--- src/rtl/cursor_uart_rx.sv ---
// rtl/cursor_uart_rx.sv - 8N1 UART receiver with 0xAA cursor packet parser
module cursor_uart_rx #(
    parameter int CLKS_PER_BIT = 868,
    parameter int TIMEOUT_BITS = 20
) (
    input  logic        clk,
    input  logic        rst_n,
    input  logic        rx,
    output logic        pkt_valid,
    output logic [1:0]  buttons,
    output logic [7:0]  dx,
    output logic [7:0]  dy,
    output logic        chk_err,
    output logic        frame_err,
    output logic [15:0] pkt_count,
    output logic [15:0] err_count
);

    localparam int CW = $clog2(CLKS_PER_BIT);
    localparam logic [CW-1:0] BIT_END  = CW'(CLKS_PER_BIT - 1);
    localparam logic [CW-1:0] HALF_END = CW'(CLKS_PER_BIT / 2 - 1);
    localparam int TO_CYCLES = TIMEOUT_BITS * CLKS_PER_BIT;
    localparam int TW = $clog2(TO_CYCLES + 1);
    localparam logic [TW-1:0] TO_END = TW'(TO_CYCLES - 1);

    typedef enum logic [2:0] {B_IDLE, B_START, B_DATA, B_STOP, B_BREAK} byte_state_t;
    typedef enum logic [2:0] {P_HUNT, P_BTN, P_DX, P_DY, P_CHK} pkt_state_t;

    logic [1:0]    sync;
    logic          rx_s;
    logic          rx_prev;
    logic          fall;
    byte_state_t   b_state, b_next;
    logic [CW-1:0] cnt;
    logic [2:0]    bit_idx;
    logic [7:0]    shift;
    logic          bit_tick;
    logic          byte_done;
    logic          frame_evt;

    pkt_state_t    p_state, p_next;
    logic [7:0]    sh_btn, sh_dx, sh_dy;
    logic [TW-1:0] to_cnt;
    logic          chk_ok;
    logic          good_evt;
    logic          chk_evt;
    logic          timeout_evt;
    logic [1:0]    err_inc;
    logic [16:0]   err_sum;

    // Flops reset high so the line reads idle and no false start edge appears at release.
    always_ff @(posedge clk or negedge rst_n) begin
        if (!rst_n) begin
            sync    <= 2'b11;
            rx_prev <= 1'b1;
        end else begin
            sync    <= {sync[0], rx};
            rx_prev <= sync[1];
        end
    end

    assign rx_s = sync[1];
    assign fall = rx_prev & ~rx_s;

    always_ff @(posedge clk or negedge rst_n) begin
        if (!rst_n) b_state <= B_IDLE;
        else        b_state <= b_next;
    end

    always_comb begin
        b_next = b_state;
        case (b_state)
            B_IDLE:  if (fall) b_next = B_START;
            B_START: if (cnt == HALF_END) b_next = rx_s ? B_IDLE : B_DATA;
            B_DATA:  if (cnt == BIT_END && bit_idx == 3'd7) b_next = B_STOP;
            B_STOP:  if (cnt == BIT_END) b_next = rx_s ? B_IDLE : B_BREAK;
            B_BREAK: if (rx_s) b_next = B_IDLE;
            default: b_next = B_IDLE;
        endcase
    end

    always_comb begin
        bit_tick  = ((b_state == B_START) && (cnt == HALF_END)) ||
                    (((b_state == B_DATA) || (b_state == B_STOP)) && (cnt == BIT_END));
        byte_done = (b_state == B_STOP) && (cnt == BIT_END) && rx_s;
        frame_evt = (b_state == B_STOP) && (cnt == BIT_END) && !rx_s;
    end

    always_ff @(posedge clk or negedge rst_n) begin
        if (!rst_n) begin
            cnt     <= '0;
            bit_idx <= '0;
            shift   <= '0;
        end else begin
            if (b_state == B_IDLE || b_state == B_BREAK || bit_tick) cnt <= '0;
            else                                                      cnt <= cnt + 1'b1;
            if (b_state == B_START) bit_idx <= '0;
            else if (b_state == B_DATA && bit_tick) begin
                bit_idx <= bit_idx + 1'b1;
                shift   <= {rx_s, shift[7:1]};
            end
        end
    end

    always_ff @(posedge clk or negedge rst_n) begin
        if (!rst_n) p_state <= P_HUNT;
        else        p_state <= p_next;
    end

    // Frame errors and timeouts abort any partial packet; resync only from HUNT.
    always_comb begin
        p_next = p_state;
        if (frame_evt || timeout_evt) p_next = P_HUNT;
        else if (byte_done) begin
            case (p_state)
                P_HUNT:  p_next = (shift == 8'hAA) ? P_BTN : P_HUNT;
                P_BTN:   p_next = P_DX;
                P_DX:    p_next = P_DY;
                P_DY:    p_next = P_CHK;
                P_CHK:   p_next = P_HUNT;
                default: p_next = P_HUNT;
            endcase
        end
    end

    always_comb begin
        chk_ok      = (shift == (sh_btn ^ sh_dx ^ sh_dy)) && (sh_btn[7:2] == 6'd0);
        good_evt    = byte_done && (p_state == P_CHK) && chk_ok;
        chk_evt     = byte_done && (p_state == P_CHK) && !chk_ok;
        timeout_evt = (p_state != P_HUNT) && !byte_done && (to_cnt == TO_END);
        err_inc     = 2'({1'b0, chk_evt}) + 2'({1'b0, frame_evt}) + 2'({1'b0, timeout_evt});
        err_sum     = {1'b0, err_count} + 17'(err_inc);
    end

    always_ff @(posedge clk or negedge rst_n) begin
        if (!rst_n) begin
            to_cnt <= '0;
            sh_btn <= '0;
            sh_dx  <= '0;
            sh_dy  <= '0;
        end else begin
            if (p_state == P_HUNT || byte_done) to_cnt <= '0;
            else                                to_cnt <= to_cnt + 1'b1;
            if (byte_done) begin
                if (p_state == P_BTN) sh_btn <= shift;
                if (p_state == P_DX)  sh_dx  <= shift;
                if (p_state == P_DY)  sh_dy  <= shift;
            end
        end
    end

    always_ff @(posedge clk or negedge rst_n) begin
        if (!rst_n) begin
            pkt_valid <= 1'b0;
            chk_err   <= 1'b0;
            frame_err <= 1'b0;
            buttons   <= '0;
            dx        <= '0;
            dy        <= '0;
            pkt_count <= '0;
            err_count <= '0;
        end else begin
            pkt_valid <= good_evt;
            chk_err   <= chk_evt;
            frame_err <= frame_evt;
            if (good_evt) begin
                buttons <= sh_btn[1:0];
                dx      <= sh_dx;
                dy      <= sh_dy;
                if (pkt_count != 16'hFFFF) pkt_count <= pkt_count + 1'b1;
            end
            err_count <= err_sum[16] ? 16'hFFFF : err_sum[15:0];
        end
    end

endmodule

--- config.mk ---
export PLATFORM = sky130hd
export DESIGN_NAME = cursor_uart_rx
export DESIGN_NICKNAME = d
export VERILOG_FILES = /design/src/rtl/cursor_uart_rx.sv
export SDC_FILE = /design/constraint.sdc
export NUM_CORES = 1
export LEC_CHECK = 0
export BUFFER_PORTS_ARGS = -buffer_cell sky130_fd_sc_hd__buf_4
export CAP_MARGIN = 20
export CORE_UTILIZATION = 48
export DETAILED_ROUTE_END_ITERATION = 10
export PLACE_DENSITY = 0.77
export SKIP_LAST_GASP = 1
export SLEW_MARGIN = 20
export SYNTH_ARGS = -nofsm -noshare
export SYNTH_HDL_FRONTEND = slang
export SYNTH_SLANG_ARGS = --single-unit
--- constraint.sdc ---
create_clock -name clk -period 9.8 [get_ports clk]
set_clock_uncertainty 0.2 [all_clocks]
set_input_delay 1.47 -clock clk [delete_from_list [all_inputs] [get_ports clk]]
set_output_delay 1.47 -clock clk [all_outputs]
set_load 0.01 [all_outputs]
==> impl_metrics.py <==
metrics = {
    "outcome": {
        "status": "finished clean",
    },
    "drt": {
        "drt_iter0_drc": 224,
        "wl_mm": 11.2,
        "drc": 0,
        "drt-pass1-iter-count": 4,
        "routedWlPerCell_um": 15.8,
        "drt-vias-per-instance": 5.47,
        "vias": 3886,
        "antenna_left": 0,
    },
    "worst_setup_path": {
        "cp-start-kind": "flop",
        "worstPathMaxFanout": 16,
        "worstPathArrival_ns": 4.74,
        "critPathKind": "reg -> reg",
        "crit_required_ns": 9.92,
        "worstSetupEndpointType": "flop",
    },
    "layout": {
        "area_growth_pct": 22.1,
        "stdcell_count": 711,
        "diodes": 0,
        "drive_above_1_share": 0.266,
        "fin_nets": 568,
        "fin_util": 0.599,
        "post-route-cell-area_sq_um": 6840,
    },
    "die": {
        "top_level_ports": 56,
        "initial_core_util": 0.491,
        "fp.dieW_um": 110,
        "rows": 39,
        "die_h_um": 110,
        "fp.coreArea_sq_um": 11400,
        "die_area_sq_um": 12100,
    },
    "synth": {
        "synth_most_common_cell": "dfrtp_1",
        "async_flop_share": 1.00,
        "synth_area_leader_cell": "dfrtp_1",
        "synthFlopType": "dfrtp_1",
        "synth_cell_types": 40,
        "syn_avg_cell_area_sq_um": 11.5,
        "syn_nets": 501,
        "synthCells": 488,
        "synth_commonest_cells": "dfrtp_1 (119), mux2_2 (55), nor2_1 (55), nand2_1 (46), xor2_1 (38)",
        "yosys-top-cells-area": "dfrtp_1 (53%), mux2_2 (11%), xor2_1 (5.9%), xnor2_1 (4.8%), nor2_1 (3.7%)",
        "synth_edf_count": 0,
        "synth_top_area_frac": 0.531,
        "ys_seq_area_frac": 0.545,
        "ys_warn_count": 0,
        "ys_ff_latch": 122,
        "synth_area_sq_um": 5610,
    },
    "clock_tree": {
        "cts_tree": "built",
        "clk_path_buf_depth": 2,
        "post_cts_buffers": 0,
        "clock_sinks": 122,
        "clock_latency_ns": 0.41,
        "numCtsBuffers": 17,
        "clkTransAtPathRegs_ns": 0.05,
        "ctsHtreeMaxLevel": 4,
        "hold_buffers": 0,
        "clockRootBuffer": "clkbuf_16",
        "cts_resized": 0,
    },
    "hold_path": {
        "min_path_type": "reg -> reg",
    },
    "sta": {
        "slew_headroom": 0.282,
        "worstMarginPinSlew_ns": 1.07,
        "min_period_ns": 4.62,
        "finalHoldViolCount": 0,
        "rsz0062_at_grt": "false",
        "max_freq_mhz": 217,
        "setup_viol": 0,
        "min_period_over_period": 0.471,
        "final_max_slew_viol_count": 0,
        "fin_setup_tns_ns": 0,
    },
    "place": {
        "dp.cells": 679,
        "place_hpwl_mm": 7.34,
        "routabilityCongestion": 0.878,
        "port_buffers": 55,
        "placed_cell_area_sq_um": 6180,
    },
    "grt": {
        "grtUsageTotal": 0.200,
        "grt_pass1_vias": 3758,
        "overflow": 0,
        "grt_pass1_wl_mm": 18.4,
        "antenna_found_initial": 0,
        "grt_max_degree": 70,
    },
    "power": {
        "ir_drop_uv": 95.1,
        "cellPowerDensity_nw_per_um2": 186,
        "p_leak_uw": 0.00340,
        "total_power_uw": 1270,
    },
    "run": {
        "cap_violations": 0,
    },
}
[cell usage in the layout, fill, tap and decap left out, types with 3 or more instances in the layout]
cell,netlist,layout
dfstp_2,3,3
nor2b_1,5,5
xor2_1,38,38
ha_1,8,8
o21ai_0,7,7
nor2_1,55,55
a21oi_1,7,7
dfrtp_1,119,119
nand2b_1,3,3
inv_1,5,5
nand2_1,46,46
nand3_1,27,27
buf_4,0,58
nor3_1,9,9
and3_1,12,12
bufinv_16,0,5
xnor2_1,31,31
nor4_1,7,7
or4_1,3,3
clkbuf_8,0,3
clkinvlp_4,0,3
mux2_2,55,55
nand4_1,13,13
clkbuf_16,0,17
[worst paths after layout]
check,from,to,slack [ns],cells past startpoint
max in group asynchronous,rst_n,sh_dy[3]$_DFFE_PN0P_,7.21,2
min in group asynchronous,rst_n,pkt_count[13]$_DFFE_PN0P_,0.90,1
worst max register to register,cnt[2]$_DFF_PN0_,err_count[0]$_DFF_PN0_,5.18,13
worst max-delay path,cnt[2]$_DFF_PN0_,err_count[0]$_DFF_PN0_,5.18,13
worst min register to register,sync[0]$_DFF_PN1_,sync[1]$_DFF_PN1_,0.15,0
worst min-delay path,sync[0]$_DFF_PN1_,sync[1]$_DFF_PN1_,0.15,0
[flip-flops by register name (all words and copies together) (netlist names), 2 cells and up]
signal and count:
err_count 16, pkt_count 16, to_cnt 15, cnt 10
dx 8, dy 8, sh_btn 8, sh_dx 8
sh_dy 8, shift 8, b_state 3, bit_idx 3
p_state 3, buttons 2, sync 2
[critical path: stages (launching register included)]
cell      delay [ns]
dfrtp_1         0.42
or4b_1          0.57
or4_1           0.65
o31ai_1         0.12
buf_4           0.25
nor2b_1         0.09
fa_1            0.52
ha_1            0.21
fa_1            0.24
and3_1          0.25
nand3_1         0.17
nor2_1          0.22
nand3_1         0.40
nand2b_1        0.20
[per-stage QoR]
step | setup WS [ns] | hold slack [ns]
after floorplan | 5.67 | 0.145
after global placement | 5.43 | 0.147
after detailed placement | 5.31 | 0.147
after CTS | 5.22 | 0.155
after global routing | 4.89 | 0.160
final | 5.18 | 0.155
[kinds of logic after synthesis]
| group | Yosys count | synth area share |
|---|---|---|
| flops | 122 | 0.545 |
| fa+ha+maj | 10 | 0.0250 |
| mux | 56 | 0.112 |
| buf+inv | 15 | 0.0103 |
| simple gates | 194 | 0.176 |
| xor+xnor | 69 | 0.108 |
| compound gates | 22 | 0.0234 |
[routing by layer]
layer	share of wire	up-vias	GRT usage
met1	0.44	1954	0.250
met5	0	-	0
met2	0.50	93	0.329
li1	-	1823	-
met4	0.015	0	0.0829
met3	0.044	16	0.0529
[report_power, final]
| group | internal, uW | switching [uW] | leakage, uW |
|---|---|---|---|
| Clock | 471 | 217 | 0.000315 |
| Combinational | 16.7 | 26.4 | 0.00141 |
| Sequential | 520 | 20.3 | 0.00168 |
[layout make-up]
cell class	count	area, sq um
fillers	879	4580
flip-flops and latches	122	3060
multi-input cells	351	2490
clock buffers	21	470
repair buffers	58	435
clock inverters	11	191
well taps	143	179
inverters	5	18.8
No activity file was read; power rests on OpenSTA's default activity.
